### src/rtl/adc_reg_sequencer.sv
// Table-driven SPI register sequencer: writes each table entry to the ADC,
// reads it back, verifies it with bounded retries and reports done or error.
module adc_reg_sequencer #(
    parameter int MOSI_DATA_WIDTH = 24,
    parameter int MISO_DATA_WIDTH = 8,
    parameter int NUM_REGS        = 8,
    parameter int MAX_RETRY       = 3,
    parameter int GAP_CYCLES      = 16,
    parameter int BUSY_TO         = 1024
) (
    input  logic                                               clk,
    input  logic                                               rst,
    input  logic                                               i_cfg_start,
    output logic                                               o_cfg_go,
    output logic                                               o_cfg_done,
    output logic                                               o_cfg_err,
    output logic [((NUM_REGS > 1) ? $clog2(NUM_REGS) : 1)-1:0] o_tbl_addr,
    input  logic [MOSI_DATA_WIDTH-1:0]                         i_tbl_entry,
    output logic                                               o_spi_wr_cmd,
    output logic                                               o_spi_rd_cmd,
    output logic [MOSI_DATA_WIDTH-1:0]                         o_spi_wr_data,
    input  logic [MISO_DATA_WIDTH:0]                           i_spi_rd_data,
    input  logic                                               i_spi_busy
);
    localparam int ADDR_W  = (NUM_REGS > 1) ? $clog2(NUM_REGS) : 1;
    localparam int RETRY_W = (MAX_RETRY > 0) ? $clog2(MAX_RETRY + 1) : 1;
    localparam int CNT_MAX = (GAP_CYCLES > BUSY_TO) ? GAP_CYCLES : BUSY_TO;
    localparam int CNT_W   = $clog2(CNT_MAX + 1);

    typedef enum logic [3:0] {
        S_IDLE, S_LOAD, S_WR_CMD, S_WR_WAIT, S_GAP_W, S_RD_CMD,
        S_RD_WAIT, S_CHECK, S_NEXT, S_DONE, S_FAIL
    } state_t;

    state_t                     r_state, w_state_n;
    logic                       r_start_q, r_start_qq;
    logic [CNT_W-1:0]           r_cnt, w_cnt_n;
    logic                       r_seen_busy, w_seen_n;
    logic [ADDR_W-1:0]          r_addr, w_addr_n;
    logic [RETRY_W-1:0]         r_retry, w_retry_n;
    logic [MOSI_DATA_WIDTH-1:0] r_entry, w_entry_n;
    logic [MISO_DATA_WIDTH-1:0] r_rd_data, w_rd_data_n;
    logic                       r_go, w_go_n;
    logic                       r_done, w_done_n;
    logic                       r_err, w_err_n;
    logic                       r_wr_cmd, w_wr_cmd_n;
    logic                       r_rd_cmd, w_rd_cmd_n;
    logic [MOSI_DATA_WIDTH-1:0] r_wr_data, w_wr_data_n;

    logic w_start_edge;
    logic w_gap_end;
    logic w_to_end;
    logic w_match;
    logic w_last;
    logic w_unused_rd_msb;

    // Start flops reset high so a level held through reset never looks like an edge.
    assign w_start_edge    = r_start_q & ~r_start_qq;
    assign w_gap_end       = (int'(r_cnt) >= GAP_CYCLES - 1);
    assign w_to_end        = (int'(r_cnt) >= BUSY_TO - 1);
    assign w_match         = (r_rd_data == r_entry[MISO_DATA_WIDTH-1:0]);
    assign w_last          = (r_addr == ADDR_W'(NUM_REGS - 1));
    assign w_unused_rd_msb = i_spi_rd_data[MISO_DATA_WIDTH];

    assign o_cfg_go      = r_go;
    assign o_cfg_done    = r_done;
    assign o_cfg_err     = r_err;
    assign o_tbl_addr    = r_addr;
    assign o_spi_wr_cmd  = r_wr_cmd;
    assign o_spi_rd_cmd  = r_rd_cmd;
    assign o_spi_wr_data = r_wr_data;

    always_ff @(posedge clk or posedge rst) begin
        if (rst) begin
            r_state     <= S_IDLE;
            r_start_q   <= 1'b1;
            r_start_qq  <= 1'b1;
            r_cnt       <= '0;
            r_seen_busy <= 1'b0;
            r_addr      <= '0;
            r_retry     <= '0;
            r_entry     <= '0;
            r_rd_data   <= '0;
            r_go        <= 1'b0;
            r_done      <= 1'b0;
            r_err       <= 1'b0;
            r_wr_cmd    <= 1'b0;
            r_rd_cmd    <= 1'b0;
            r_wr_data   <= '0;
        end else begin
            r_state     <= w_state_n;
            r_start_q   <= i_cfg_start;
            r_start_qq  <= r_start_q;
            r_cnt       <= w_cnt_n;
            r_seen_busy <= w_seen_n;
            r_addr      <= w_addr_n;
            r_retry     <= w_retry_n;
            r_entry     <= w_entry_n;
            r_rd_data   <= w_rd_data_n;
            r_go        <= w_go_n;
            r_done      <= w_done_n;
            r_err       <= w_err_n;
            r_wr_cmd    <= w_wr_cmd_n;
            r_rd_cmd    <= w_rd_cmd_n;
            r_wr_data   <= w_wr_data_n;
        end
    end

    // The counter restarts from zero on every state change; each wait increments it explicitly.
    always_comb begin
        w_state_n   = r_state;
        w_cnt_n     = '0;
        w_seen_n    = r_seen_busy;
        w_addr_n    = r_addr;
        w_retry_n   = r_retry;
        w_entry_n   = r_entry;
        w_rd_data_n = r_rd_data;
        w_go_n      = r_go;
        w_done_n    = 1'b0;
        w_err_n     = r_err;
        w_wr_cmd_n  = 1'b0;
        w_rd_cmd_n  = 1'b0;
        w_wr_data_n = r_wr_data;

        case (r_state)
            S_IDLE: begin
                if (w_start_edge) begin
                    w_addr_n  = '0;
                    w_retry_n = '0;
                    w_err_n   = 1'b0;
                    w_go_n    = 1'b1;
                    w_state_n = S_LOAD;
                end
            end
            S_LOAD: begin
                w_entry_n = i_tbl_entry;
                w_state_n = S_WR_CMD;
            end
            S_WR_CMD: begin
                if (!i_spi_busy) begin
                    w_wr_cmd_n  = 1'b1;
                    w_wr_data_n = {1'b0, r_entry[MOSI_DATA_WIDTH-2:0]};
                    w_seen_n    = 1'b0;
                    w_state_n   = S_WR_WAIT;
                end
            end
            S_WR_WAIT, S_RD_WAIT: begin
                if (!r_seen_busy) begin
                    if (i_spi_busy) begin
                        w_seen_n = 1'b1;
                    end else if (w_to_end) begin
                        w_state_n = S_FAIL;
                    end else begin
                        w_cnt_n = r_cnt + 1'b1;
                    end
                end else if (!i_spi_busy) begin
                    if (r_state == S_WR_WAIT) begin
                        w_state_n = S_GAP_W;
                    end else begin
                        w_rd_data_n = i_spi_rd_data[MISO_DATA_WIDTH-1:0];
                        w_state_n   = S_CHECK;
                    end
                end
            end
            S_GAP_W: begin
                if (w_gap_end) begin
                    w_state_n = r_entry[MOSI_DATA_WIDTH-1] ? S_NEXT : S_RD_CMD;
                end else begin
                    w_cnt_n = r_cnt + 1'b1;
                end
            end
            S_RD_CMD: begin
                if (!i_spi_busy) begin
                    w_rd_cmd_n  = 1'b1;
                    w_wr_data_n = {1'b1, r_entry[MOSI_DATA_WIDTH-2:MISO_DATA_WIDTH],
                                   {MISO_DATA_WIDTH{1'b0}}};
                    w_seen_n    = 1'b0;
                    w_state_n   = S_RD_WAIT;
                end
            end
            // A mismatch with retries left idles here for the gap, then rewrites the same entry.
            S_CHECK: begin
                if (w_match) begin
                    w_state_n = S_NEXT;
                end else if (int'(r_retry) < MAX_RETRY) begin
                    if (w_gap_end) begin
                        w_retry_n = r_retry + 1'b1;
                        w_state_n = S_WR_CMD;
                    end else begin
                        w_cnt_n = r_cnt + 1'b1;
                    end
                end else begin
                    w_state_n = S_FAIL;
                end
            end
            S_NEXT: begin
                if (w_last) begin
                    w_state_n = S_DONE;
                end else if (w_gap_end) begin
                    w_addr_n  = r_addr + 1'b1;
                    w_retry_n = '0;
                    w_state_n = S_LOAD;
                end else begin
                    w_cnt_n = r_cnt + 1'b1;
                end
            end
            S_DONE: begin
                w_done_n  = 1'b1;
                w_go_n    = 1'b0;
                w_state_n = S_IDLE;
            end
            S_FAIL: begin
                w_err_n   = 1'b1;
                w_go_n    = 1'b0;
                w_state_n = S_IDLE;
            end
            default: begin
                w_state_n = S_IDLE;
            end
        endcase
    end
endmodule

### config.mk
export PLATFORM = sky130hd
export DESIGN_NAME = adc_reg_sequencer
export DESIGN_NICKNAME = d
export VERILOG_FILES = /design/src/rtl/adc_reg_sequencer.sv
export SDC_FILE = /design/constraint.sdc
export NUM_CORES = 1
export LEC_CHECK = 0
export BUFFER_PORTS_ARGS = -buffer_cell sky130_fd_sc_hd__buf_2
export CORE_ASPECT_RATIO = 1.1
export CORE_MARGIN = 2
export CORE_UTILIZATION = 59
export CTS_CLUSTER_DIAMETER = 30
export CTS_CLUSTER_SIZE = 40
export DETAILED_ROUTE_END_ITERATION = 16
export GPL_ROUTABILITY_DRIVEN = 0
export PLACE_DENSITY = 0.86
export REMOVE_ABC_BUFFERS = 1
export SYNTH_ARGS = -nofsm -noshare
export SYNTH_HDL_FRONTEND = slang
export SYNTH_SLANG_ARGS = --single-unit
### constraint.sdc
create_clock -name clk -period 7.61 [get_ports clk]
set_input_delay 1.1415 -clock clk [delete_from_list [all_inputs] [get_ports clk]]
set_output_delay 1.1415 -clock clk [all_outputs]
set_load 0.1 [all_outputs]
**After elaboration in Yosys (flattened, before gate mapping)**

Index checks and enable logic that the tools add are counted.

- Mux-type cells: 50
- Reduce and logical (&&, ||, !) cells: 18
- Eq/ne operators: 26
- Bitwise gates (word level): 4
- Order comparisons: 3
- Add/subtract/negate cells: 3

Operator list:

| kind | count |
|---|---|
| two-way mux 11 bit | 7 |
| two-way mux 4 bit | 14 |
| two-way mux 24 bit | 2 |
| case mux 24 bit (2 select lines) | 1 |
| case mux 11 bit (4 select lines) | 1 |
| case mux 4 bit (8 select lines) | 1 |
| inequality test 2 bit, second input constant | 11 |
| == test 4 x 3 -> 1 bit, second input constant | 4 |
| two-way mux 2 bit | 7 |
| == test 4 bit, second input constant | 3 |
| adder 11 x 1 -> 11 bit, second input constant | 1 |
| >= comparator 11 x 10 -> 1 bit, second input constant | 1 |
| >= comparator 11 x 4 -> 1 bit, second input constant | 1 |
| nonzero test 2 bit | 5 |
| two-way mux 1 bit | 9 |
| two-way mux 3 bit | 3 |
| == test 4 x 2 -> 1 bit, second input constant | 2 |
| == test 8 bit | 1 |
| AND reduction 4 bit | 2 |
| AND reduction 8 bit | 1 |
| AND reduction 7 bit | 1 |
| inequality test 3 bit, second input constant | 2 |
| case mux 1 bit (2 select lines) | 3 |
| case mux 2 bit (3 select lines) | 1 |
| other kinds (14) | 20 |

- Logic and storage cells: 119
- Input bits: 37
- Register bits after elaboration: 84
- Output and inout bits: 32

**Logic depth before layout (Yosys ltp)**

Gate-level depths: netlist of run 1.

- Word-level depth: 5
- Mapped depth: 7
- Mapped depth without buffers: 6

**Worst setup path before layout of run 1**

Ideal clock, no wire load.

- Path type: register to register
- Start: register r_addr[0] (netlist: o_tbl_addr[0])
- End: register r_state[0]
- Setup time: 125 ps
- Period minus slack after synthesis: 2374 ps
- Arrival: 2249 ps
- Slack: 5236 ps
- Buffers on the path: 0
- Stages on the path, launching flop included: 7
- Cell sequence: dfrtp_1 > ha_1 > ha_1 > o21ai_0 > and3_1 > nor3b_4 > mux2_2

- Word-level cells in the longest chain between the ends: 3
- Elaborated cells between the ends (all ways): 5

RTL lines:

| element | line | text |
|---|---|---|
| start: declaration | 39 | `logic [ADDR_W-1:0] r_addr, w_addr_n;` |
| start signal: assignment | 96 | `r_addr <= w_addr_n;` |
| == test 3 bit * | 62 | `assign w_last = (r_addr == ADDR_W'(NUM_REGS - 1));` |
| inequality test 3 bit (no source line) / two-way mux 4 bit (equally long branches) | n/a |  |
| AND reduction 8 bit (no source line) / case mux 4 bit (8 select lines) (equally long branches) | n/a |  |
| end signal: assignment | 91 | `r_state <= w_state_n;` |
| end: declaration | 35 | `state_t r_state, w_state_n;` |

Mark *: on every way between the ends. The rest lies on a longest branch, timed or not.
A chain may end at the register's enable or synchronous reset.

**Worst setup path after layout of run 1**

- Start: input port i_spi_busy
- End: register r_wr_data[17] (netlist: o_spi_wr_data[17])

- Word-level cells in the longest chain between the ends: 2
- Elaborated cells between the ends (all ways): 3

RTL lines:

| element | line | text |
|---|---|---|
| start: declaration | 23 | `input logic i_spi_busy` |
| inequality test 2 bit (no source line) | n/a |  |
| AND reduction 3 bit (no source line) * | n/a |  |
| end signal: assignment | 105 | `r_wr_data <= w_wr_data_n;` |
| end: declaration | 48 | `logic [MOSI_DATA_WIDTH-1:0] r_wr_data, w_wr_data_n;` |

Marked as above.

==> results of run 1 <==
-- cells by family after synthesis --
| group | share of synthesized area, % |
|---|---|
| buffers and inverters | 2.331 |
| flip-flops | 56.82 |
| other | 0.1013 |
| AND/OR/NAND/NOR | 11.15 |
| XOR/XNOR | 4.020 |
| multiplexers | 15.20 |
| AO/OA/AOI/OAI | 9.021 |
| adder cells (fa/ha/maj) | 1.351 |
-- layout make-up --
cell class                 count  area, sq um  area share [%]
clock buffer                  12        145.1           3.386
clock inverter                 4        27.53          0.6421
inverter                       8        31.28          0.7297
multi-input combinational    188         1528           35.64
sequential                    84         2105           49.10
tap                           80        100.1           2.335
timing repair buffer          69        350.3           8.173
-- per-stage QoR --
step | instances | util [%] | area [sq um] | hold slack, ns
2_1_floorplan | 280 | - | 3647 | 0.3510
3_3_place_gp | 429 | 67.24 | 4114 | 0.3534
3_5_place_dp | 429 | 67.24 | 4114 | 0.3562
4_1_cts | 445 | 70.06 | 4287 | 0.3682
5_1_grt | 445 | 70.06 | 4287 | 0.3721
6_report | 445 | 70.06 | 4287 | 0.3666
-- sequential cells by signal (all words and copies together), names as in the netlist --
name / count
o_spi_rd_cmd: 1
r_start_qq: 1
o_cfg_go: 1
r_rd_data: 8
o_cfg_done: 1
r_start_q: 1
o_tbl_addr: 3
o_spi_wr_data: 24
r_retry: 2
o_cfg_err: 1
o_spi_wr_cmd: 1
r_state: 4
r_seen_busy: 1
r_entry: 24
r_cnt: 11
-- layer usage --
layer	part of all wire [%]	global-route usage (%)	up-vias
met5	0	0	-
met4	2.0	10.03	0
met3	6.0	6.639	10
met2	51	37.74	70
met1	41	29.26	1244
li1	-	-	1182
-- cell usage after synthesis (all sizes together) (2+ instances only) --
cell / count
dfrtp: 82
mux2: 50
nor2: 21
o21ai: 12
xnor2: 10
a22o: 9
inv: 8
buf: 7
nand2: 7
xor2: 7
a21oi: 6
nand2b: 6
nand3: 6
nand4: 6
clkbuf: 5
ha: 4
nor3: 4
nor4: 4
o31ai: 4
and3: 3
nand3b: 3
nand4b: 3
dfstp: 2
nor2b: 2
nor3b: 2
o211a: 2
o21ba: 2
-- critical path, stage by stage --
cell and delay [ns]:
buf_2 0.14, nand2b_1 0.18, nor4_2 0.97, nor2_2 0.51, mux2_2 0.42
-- path summary, 6_finish.rpt --
check,start,to,slack (ns),depth (start not counted)
hold reg to reg,r_start_q,r_start_qq,0.37,0
setup / recovery,i_spi_busy,o_spi_wr_data[17],4.48,5
max in group asynchronous,rst,r_rd_data[1],5.85,3
min in group asynchronous,rst,o_spi_wr_data[16],1.08,3
setup reg to reg,r_state[2],o_spi_wr_data[17],4.77,3
hold / removal,r_start_q,r_start_qq,0.37,0
==> reports/qor.txt, run 1 <==
via count = 2506
Routed WL = 7.125 mm
worst-margin pin slew = 1.271 ns
largest net degree at the start of global routing = 85
maxcap violations = 0
Pre-antenna DRT Iters = 4
site row count = 30
type of origin of the critical path = input pin
Fin. Hold Viols = 0
Total GRT Usage = 23.25%
DRC = 0
initial DRC count = 148
Max Slew Vio Count = 0
leading cell types in the layout, fill and taps excluded = dfrtp_1 (82), buf_2 (67), mux2_2 (50), nor2_1 (20), o21ai_0 (11)
Die Y = 87.10 um
worst-skew pair later-pin latency = 0.36 ns
Clock Path Buffers = 2
Clock Skews = 0.01415 ns
antenna violations before repair = 0
CTS resizes = 0
Setup TNS = 0 ns
EDFF count, synth = 0
Via-to-Cell Ratio = 5.631
sequential-to-total area share from yosys stat = 56.82%
CTS hold repair buffers = 0
WP data required = 7.85 ns
post-place setup slack = 4.140 ns
top cells by area, synth = dfrtp_1 (55%), mux2_2 (15%), xnor2_1 (2.4%)
crit path max fanout = 23
Clock Sinks = 84
synthesized area = 3704 sq um
Inserted Clock Buffers = 9
dominant cell type by area after synthesis = dfrtp_1
most common flop cell mapped by yosys = dfrtp_1
share of the synthesized area in the top cell type = 55.41%
die width = 79.54 um
setup ws final = 4.481 ns
Synth Register Bits = 84
GRT overflow = 0
ys async rst share = 100.0%
Synth Area per Inst = 12.68 sq um
status = finished, final reports clean
Unique masters post-synth = 48
min cycle time layout = 3.129 ns
vias in the first global route = 2585
diode count = 0
worst min-delay path class = reg2reg
port buffer count = 67
Ports = 69
Tcrit/Tclk final = 41.11%
first-pass GRT wire length = 12.18 mm
Rel. slew slack = 14.58%
Crit Path Class = in2reg
Ys Warns = 0
Critical Path AT = 3.37 ns
Core ar. = 6118 sq um
Cells after Synth = 292
Area Growth Syn to Fin = 15.74%
FILL cells = 414
Worst-path clk slew = 0.08 ns
CTS tree = done
post-DP HPWL = 5.034 mm
layout net count = 401
DIE AREA = 6928 sq um
drt wl/cell = 16.01 um
Initial Util = 60.53%
H-tree levels = 3
setup bufs post-CTS = 0
RSZ-0062 raised after global routing = no
fmax = 0.3196 GHz
Final setup viols = 0
layout cell share with drive strength beyond 1 = 40.82%
CTS root buf = clkbuf_8
Routed Antenna Nets = 0
most common cell after layout, fill and taps aside = dfrtp_1
Crit. End Element = flip-flop
Power of run 1 is left out: the tool's default activity adds up to more than one toggle a clock period on the data nets, which glitch-free logic cannot reach.
==> inputs of run 2 (changes only) <==
--- a/config.mk
+++ b/config.mk
@@ -5,15 +5,16 @@
 export SDC_FILE = /design/constraint.sdc
 export NUM_CORES = 1
 export LEC_CHECK = 0
+export ABC_AREA = 1
 export BUFFER_PORTS_ARGS = -buffer_cell sky130_fd_sc_hd__buf_2
 export CORE_ASPECT_RATIO = 1.1
 export CORE_MARGIN = 2
-export CORE_UTILIZATION = 59
+export CORE_UTILIZATION = 56
 export CTS_CLUSTER_DIAMETER = 30
 export CTS_CLUSTER_SIZE = 40
 export DETAILED_ROUTE_END_ITERATION = 16
 export GPL_ROUTABILITY_DRIVEN = 0
-export PLACE_DENSITY = 0.86
+export PLACE_DENSITY = 0.82
 export REMOVE_ABC_BUFFERS = 1
 export SYNTH_ARGS = -nofsm -noshare
 export SYNTH_HDL_FRONTEND = slang
==> constraint.sdc (replaced) <==
create_clock -name clk -period 3.1 [get_ports clk]
set_input_delay 0.465 -clock clk [delete_from_list [all_inputs] [get_ports clk]]
set_output_delay 0.465 -clock clk [all_outputs]
set_load 0.1 [all_outputs]
==> reports/qor.txt, run 2 <==
Ports = 69 (unchanged)
FILL cells = 572 (+38%)
leading cell types in the layout, fill and taps excluded = nand2_1 (106), dfrtp_1 (82), nor2_1 (68), buf_2 (67), inv_1 (55)
Psw = 2818 uW
Comb power frac = 52.9%
Synth Register Bits = 84 (unchanged)
min cycle time layout = 1.970 ns
R2R Setup Slk = 1.13 ns (-3.64 ns)
Clock Sinks = 84 (unchanged)
clock power share = 14.7%
Clock Skews = 0.01249 ns (-0.001657 ns)
via count = 3337 (+33%)
WP data required = 3.33 ns (-4.52 ns)
sequential-to-total area share from yosys stat = 52.60% (-4.2 points)
Unique masters post-synth = 32 (-33%)
sw frac = 53.46%
worst-skew pair later-pin latency = 0.35 ns (about the same)
DRC = 0 (unchanged)
first-pass GRT wire length = 14.29 mm (+17%)
setup bufs post-CTS = 0 (unchanged)
leakage power = 0.002429 uW
initial DRC count = 142 (-4.1%)
ys async rst share = 100.0% (unchanged)
Pre-antenna DRT Iters = 5 (+1)
Fin. Hold Viols = 0 (unchanged)
Max Slew Vio Count = 0 (unchanged)
Critical Path AT = 2.20 ns (-1.17 ns)
Via-to-Cell Ratio = 5.230 (-7.1%)
port buffer count = 67 (unchanged)
site row count = 32 (+6.7%)
DIE AREA = 7838 sq um (+13%)
layout cell share with drive strength beyond 1 = 22.60% (-18 points)
CTS tree = done
Worst VDD drop = 0.001053 V
reg-to-reg startpoint = r_cnt[0]
Power, Total = 5270 uW
Util after Layout = 66.06% (-4.0 points)
Routed Antenna Nets = 0 (unchanged)
pwr dens = 1145 nW/um^2
worst r2r dst = r_state[2]
H-tree levels = 3 (unchanged)
antenna violations before repair = 0 (unchanged)
count leader, synth = nand2_1
RSZ-0062 raised after global routing = no
fmax = 0.5077 GHz
crit path max fanout = 11 (-52%)
Routed WL = 8.345 mm (+17%)
dominant cell type by area after synthesis = dfrtp_1
Worst-path clk slew = 0.09 ns (about the same)
Clock Path Buffers = 2 (unchanged)
Core ar. = 6967 sq um (+14%)
post-DP HPWL = 5.994 mm (+19%)
vias in the first global route = 3267 (+26%)
CTS root buf = clkbuf_8
Reg power frac = 32.5%
worst min-delay path class = in2async
diode count = 0 (unchanged)
synthesized area = 4001 sq um (+8.0%)
Die Y = 92.66 um (+6.4%)
Synth Area per Inst = 8.354 sq um (-34%)
status = finished, final reports clean
Inserted Clock Buffers = 9 (unchanged)
most common cell after layout, fill and taps aside = nand2_1
Int Pwr = 2453 uW
Final setup viols = 0 (unchanged)
GRT overflow = 0 (unchanged)
top cells by area, synth = dfrtp_1 (51%), nand2_1 (9.9%), nor2_1 (6.4%)
Area Growth Syn to Fin = 15.01%
drt wl/cell = 13.08 um (-18%)
maxcap violations = 0 (unchanged)
EDFF count, synth = 0 (unchanged)
CTS resizes = 0 (unchanged)
Initial Util = 57.44% (-3.1 points)
layout net count = 589 (+47%)
type of origin of the critical path = flip-flop
share of the synthesized area in the top cell type = 51.28% (-4.1 points)
Ys Warns = 0 (unchanged)
most common flop cell mapped by yosys = dfrtp_1
die width = 84.60 um (+6.4%)
most instantiated cells after synthesis = nand2_1 (106), dfrtp_1 (82), nor2_1 (68)
largest net degree at the start of global routing = 49 (-42%)
Total GRT Usage = 22.68% (-0.57 points)
Crit. End Element = flip-flop
Crit Path Class = reg2reg
reg2reg path depth = 10 (+7)
Cells after Synth = 479 (+64%)
Tcrit/Tclk final = 63.54%
Setup TNS = 0 ns (unchanged)
CTS hold repair buffers = 0 (unchanged)
==> run 2: cell types whose count changed after synthesis, moves of 21 or more <==
cell / change
nand2_1: +99
inv_1: +48
mux2_2: -47
nor2_1: +47
a21oi_1: +26
nand3_1: +21
==> run 2: kinds of logic after synthesis <==
logic type | Yosys count | share of synthesized area (%)
buf+inv | 72 | 7.348
simple gates | 244 | 27.55
flops | 84 | 52.60
fa+ha+maj | 4 | 1.251
mux | 3 | 0.8442
xor+xnor | 8 | 1.751
other cells | 1 | 0.09372
compound gates | 63 | 8.568
==> run 2: cell type report <==
type	instances	area [sq um]	share of cell area (%)
Sequential cell	84	2105	45.73
Multi-Input combinational cell	323	1603	34.83
Timing Repair Buffer	71	365.4	7.939
Inverter	59	222.7	4.840
Clock buffer	11	141.4	3.072
Tap cell	85	106.4	2.311
Clock inverter	5	58.81	1.278
==> run 2: power groups by stage <==
stage / Combinational, uW / Clock [uW] / Sequential [uW]
6_report: 2790 / 774 / 1710
5_1_grt: 2990 / 835 / 1750
4_1_cts: 2800 / 785 / 1710
3_5_place_dp: 2790 / 0 / 1720
3_3_place_gp: 2720 / 0 / 1710
2_1_floorplan: 999 / 0 / 2990
==> run 2: how the worst max path moves through the flow <==
stage	start	slack, ns	cells past startpoint	endpoint
4_1_cts	r_cnt[0]	1.16	10	r_state[2]
6_report	r_cnt[0]	1.13	10	r_state[2]
3_5_place_dp	r_cnt[0]	1.18	10	r_state[0]
5_1_grt	r_cnt[0]	0.98	10	r_state[2]
2_1_floorplan	rst	0.47	1	o_cfg_done
3_3_place_gp	r_cnt[0]	1.20	10	r_state[1]
==> run 2: metrics by stage <==
step	instance area (sq um)	cells	hold slack, ns	setup WS (ns)
floorplan	3929	466	0.3540	0.4732
CTS	4602	638	0.07581	1.164
global route	4602	638	0.09735	0.9755
global placement	4402	622	0.3573	1.203
finish	4602	638	0.07448	1.130
detailed placement	4402	622	0.3572	1.179
==> run 2: routing by layer <==
metal,vias to the layer above,global-route usage [%],part of all wire [%]
met2,106,37.80,50
met4,0,8.862,1.6
met5,-,0,0
li1,1658,-,-
met1,1561,28.70,43
met3,12,5.348,5.1
==> run 2: critical path: stages, from the launching register on <==
cell,delay [ns]
dfrtp_1,0.41
ha_1,0.20
nand2_1,0.10
nor2_1,0.19
nand3_1,0.11
nand3_1,0.36
nor2_2,0.09
nor2_4,0.18
nand2_2,0.09
nand2_1,0.07
nand2_1,0.05
Power figures use the tool's default switching activity.
==> inputs of run 3 (changes only) <==
--- a/config.mk
+++ b/config.mk
@@ -5,16 +5,16 @@
 export SDC_FILE = /design/constraint.sdc
 export NUM_CORES = 1
 export LEC_CHECK = 0
-export ABC_AREA = 1
+export ABC_AREA = 0
 export BUFFER_PORTS_ARGS = -buffer_cell sky130_fd_sc_hd__buf_2
 export CORE_ASPECT_RATIO = 1.1
 export CORE_MARGIN = 2
-export CORE_UTILIZATION = 56
+export CORE_UTILIZATION = 50
 export CTS_CLUSTER_DIAMETER = 30
 export CTS_CLUSTER_SIZE = 40
 export DETAILED_ROUTE_END_ITERATION = 16
 export GPL_ROUTABILITY_DRIVEN = 0
-export PLACE_DENSITY = 0.82
+export PLACE_DENSITY = 0.78
 export REMOVE_ABC_BUFFERS = 1
 export SYNTH_ARGS = -nofsm -noshare
 export SYNTH_HDL_FRONTEND = slang
==> constraint.sdc (replaced) <==
create_clock -name clk -period 1.6 [get_ports clk]
set_input_delay 0.24 -clock clk [delete_from_list [all_inputs] [get_ports clk]]
set_output_delay 0.24 -clock clk [all_outputs]
set_load 0.1 [all_outputs]
==> reports/qor.txt, run 3 (same netlist as run 1, synthesis figures left out) <==
initial DRC count = 193 (+36%)
site row count = 32 (unchanged)
die width = 86.06 um (+1.7%)
Routed WL = 10.87 mm (+30%)
port buffer count = 67 (unchanged)
pwr dens = 2323 nW/um^2 (+100%)
dpl cell area = 4631 sq um (+5.2%)
crit path max fanout = 4 (-7)
fmax = 0.5131 GHz (+1.1%)
clock power share = 12.5% (-2.2 points)
type of origin of the critical path = flip-flop
Max Slew Vio Count = 0 (unchanged)
FILL cells = 406 (-29%)
WP data required = 1.85 ns (-1.48 ns)
CTS root buf = clkbuf_8
Critical Path AT = 2.20 ns (about the same)
leading cell types in the layout, fill and taps excluded = dfrtp_1 (80), buf_2 (67), buf_4 (65), mux2_4 (29), mux2_2 (21)
min cycle time layout = 1.949 ns (-0.02059 ns)
reg-to-reg startpoint = r_state[1]
largest net degree at the start of global routing = 85 (+73%)
status = finished with violations
Worst VDD drop = 0.001899 V (+80%)
Fin. Hold Viols = 0 (unchanged)
Reg power frac = 28.0% (-4.5 points)
antenna violations before repair = 0 (unchanged)
worst-skew pair later-pin latency = 0.37 ns (+0.02 ns)
vias in the first global route = 3336 (+2.1%)
Crit. End Element = flip-flop
Tcrit/Tclk final = 121.8% (+58 points)
Final setup viols = 74 (+74)
maxcap violations = 0 (unchanged)
Area Growth Syn to Fin = 48.04%
RSZ-0062 raised after global routing = yes
most common cell after layout, fill and taps aside = dfrtp_1
Inserted Clock Buffers = 9 (unchanged)
diode count = 0 (unchanged)
CTS tree = done
sw frac = 46.79% (-6.7 points)
DIE AREA = 8112 sq um (+3.5%)
setup ws final = -0.3491 ns (-1.479 ns)
Int Pwr = 6777 uW (+180%)
R2R Setup Slk = -0.35 ns (-1.48 ns)
post-DP HPWL = 5.801 mm (-3.2%)
failing checks = setup timing
Min Hold Slack = 0.09615 ns (+0.02166 ns)
Clock Sinks = 84 (unchanged)
Via-to-Cell Ratio = 5.779 (+10%)
Pre-antenna DRT Iters = 4 (-1)
reg2reg path depth = 6 (-4)
Clock Skews = 0.01296 ns (+0.0004695 ns)
Ports = 69 (unchanged)
Total GRT Usage = 27.73% (+5.1 points)
Psw = 5960 uW (+110%)
Clock Path Buffers = 2 (unchanged)
first-pass GRT wire length = 16.87 mm (+18%)
worst hold stages = 2
Initial Util = 52.26% (-5.2 points)
Core ar. = 7087 sq um (+1.7%)
final instance area = 5483 sq um (+19%)
Hold Crit Endpoint = r_entry[4]
worst min-delay path class = in2reg
leakage power = 0.002666 uW (+9.8%)
worst r2r dst = r_state[2]
Routed Antenna Nets = 0 (unchanged)
Setup TNS = -12.59 ns (-12.59 ns)
drt wl/cell = 20.21 um (+54%)
Die Y = 94.27 um (+1.7%)
via count = 3109 (-6.8%)
Crit Path Class = reg2reg
H-tree levels = 3 (unchanged)
startpoint of the worst hold path = i_tbl_entry[4]
Worst-path clk slew = 0.09 ns (about the same)
post-place setup slack = -0.4108 ns (-1.590 ns)
Comb power frac = 59.5% (+6.6 points)
layout net count = 489 (-17%)
GRT overflow = 0 (unchanged)
DRC = 0 (unchanged)
layout cell share with drive strength beyond 1 = 57.17% (+35 points)
-- run 3: worst max-delay path by stage --
| stage | startpoint | end | slack, ns |
|---|---|---|---|
| floorplan | r_state[2] | o_spi_wr_data[10] | -0.99 |
| global placement | r_cnt[0] | r_cnt[8] | -0.26 |
| detailed placement | r_cnt[0] | r_cnt[7] | -0.41 |
| CTS | r_cnt[0] | r_state[2] | -0.26 |
| global route | r_state[1] | r_state[2] | -0.40 |
| finish | r_state[1] | r_state[2] | -0.35 |
-- run 3: area by class of cell --
cell class / count / area, sq um / area share, %
tap: 85 / 106.4 / 1.940
multi-input combinational: 188 / 1812 / 33.04
sequential: 84 / 2107 / 38.43
clock buffer: 10 / 137.6 / 2.510
timing repair buffer: 157 / 1216 / 22.18
clock inverter: 6 / 70.07 / 1.278
inverter: 8 / 33.78 / 0.6162
-- run 3: critical path: stages (launching register included) --
cell      delay [ns]
dfrtp_2         0.45
buf_4           0.15
nand2b_1        0.18
nor4_4          0.10
a221oi_4        0.32
nor3b_4         0.31
mux2_4          0.33
-- run 3: routing by layer --
metal | part of all wire (%) | routed length [um] | global-route usage [%] | up-vias
li1 | - | - | - | 1368
met1 | 38 | 4106 | 31.30 | 1553
met2 | 53 | 5769 | 48.19 | 143
met3 | 5.3 | 575 | 6.591 | 45
met4 | 3.9 | 419 | 14.81 | 0
met5 | 0 | 0 | 0 | -
-- run 3: power by group through the flow --
| stage | registers, uW | clock network (uW) | logic [uW] |
|---|---|---|---|
| floorplan | 5920 | 0 | 1910 |
| global placement | 3430 | 0 | 5920 |
| detailed placement | 3500 | 0 | 6060 |
| CTS | 3480 | 1600 | 7310 |
| global route | 3630 | 1690 | 7910 |
| finish | 3560 | 1600 | 7580 |
-- run 3: repair_timing --
item,4_1_cts,5_1_grt
hold buffers,2,0
cloned,5,1
setup endpoints to repair,73,75
resized for setup,70,17
endpoints found under the hold margin,83,0
pin swaps,19,4
setup buffers,19,6
-- run 3: through the flow --
step	util [%]	power (uW)	instances
6_report	77.37	12740	538
2_1_floorplan	-	7827	280
3_3_place_gp	65.34	9355	497
5_1_grt	77.37	13230	538
4_1_cts	76.38	12380	537
3_5_place_dp	65.34	9555	497
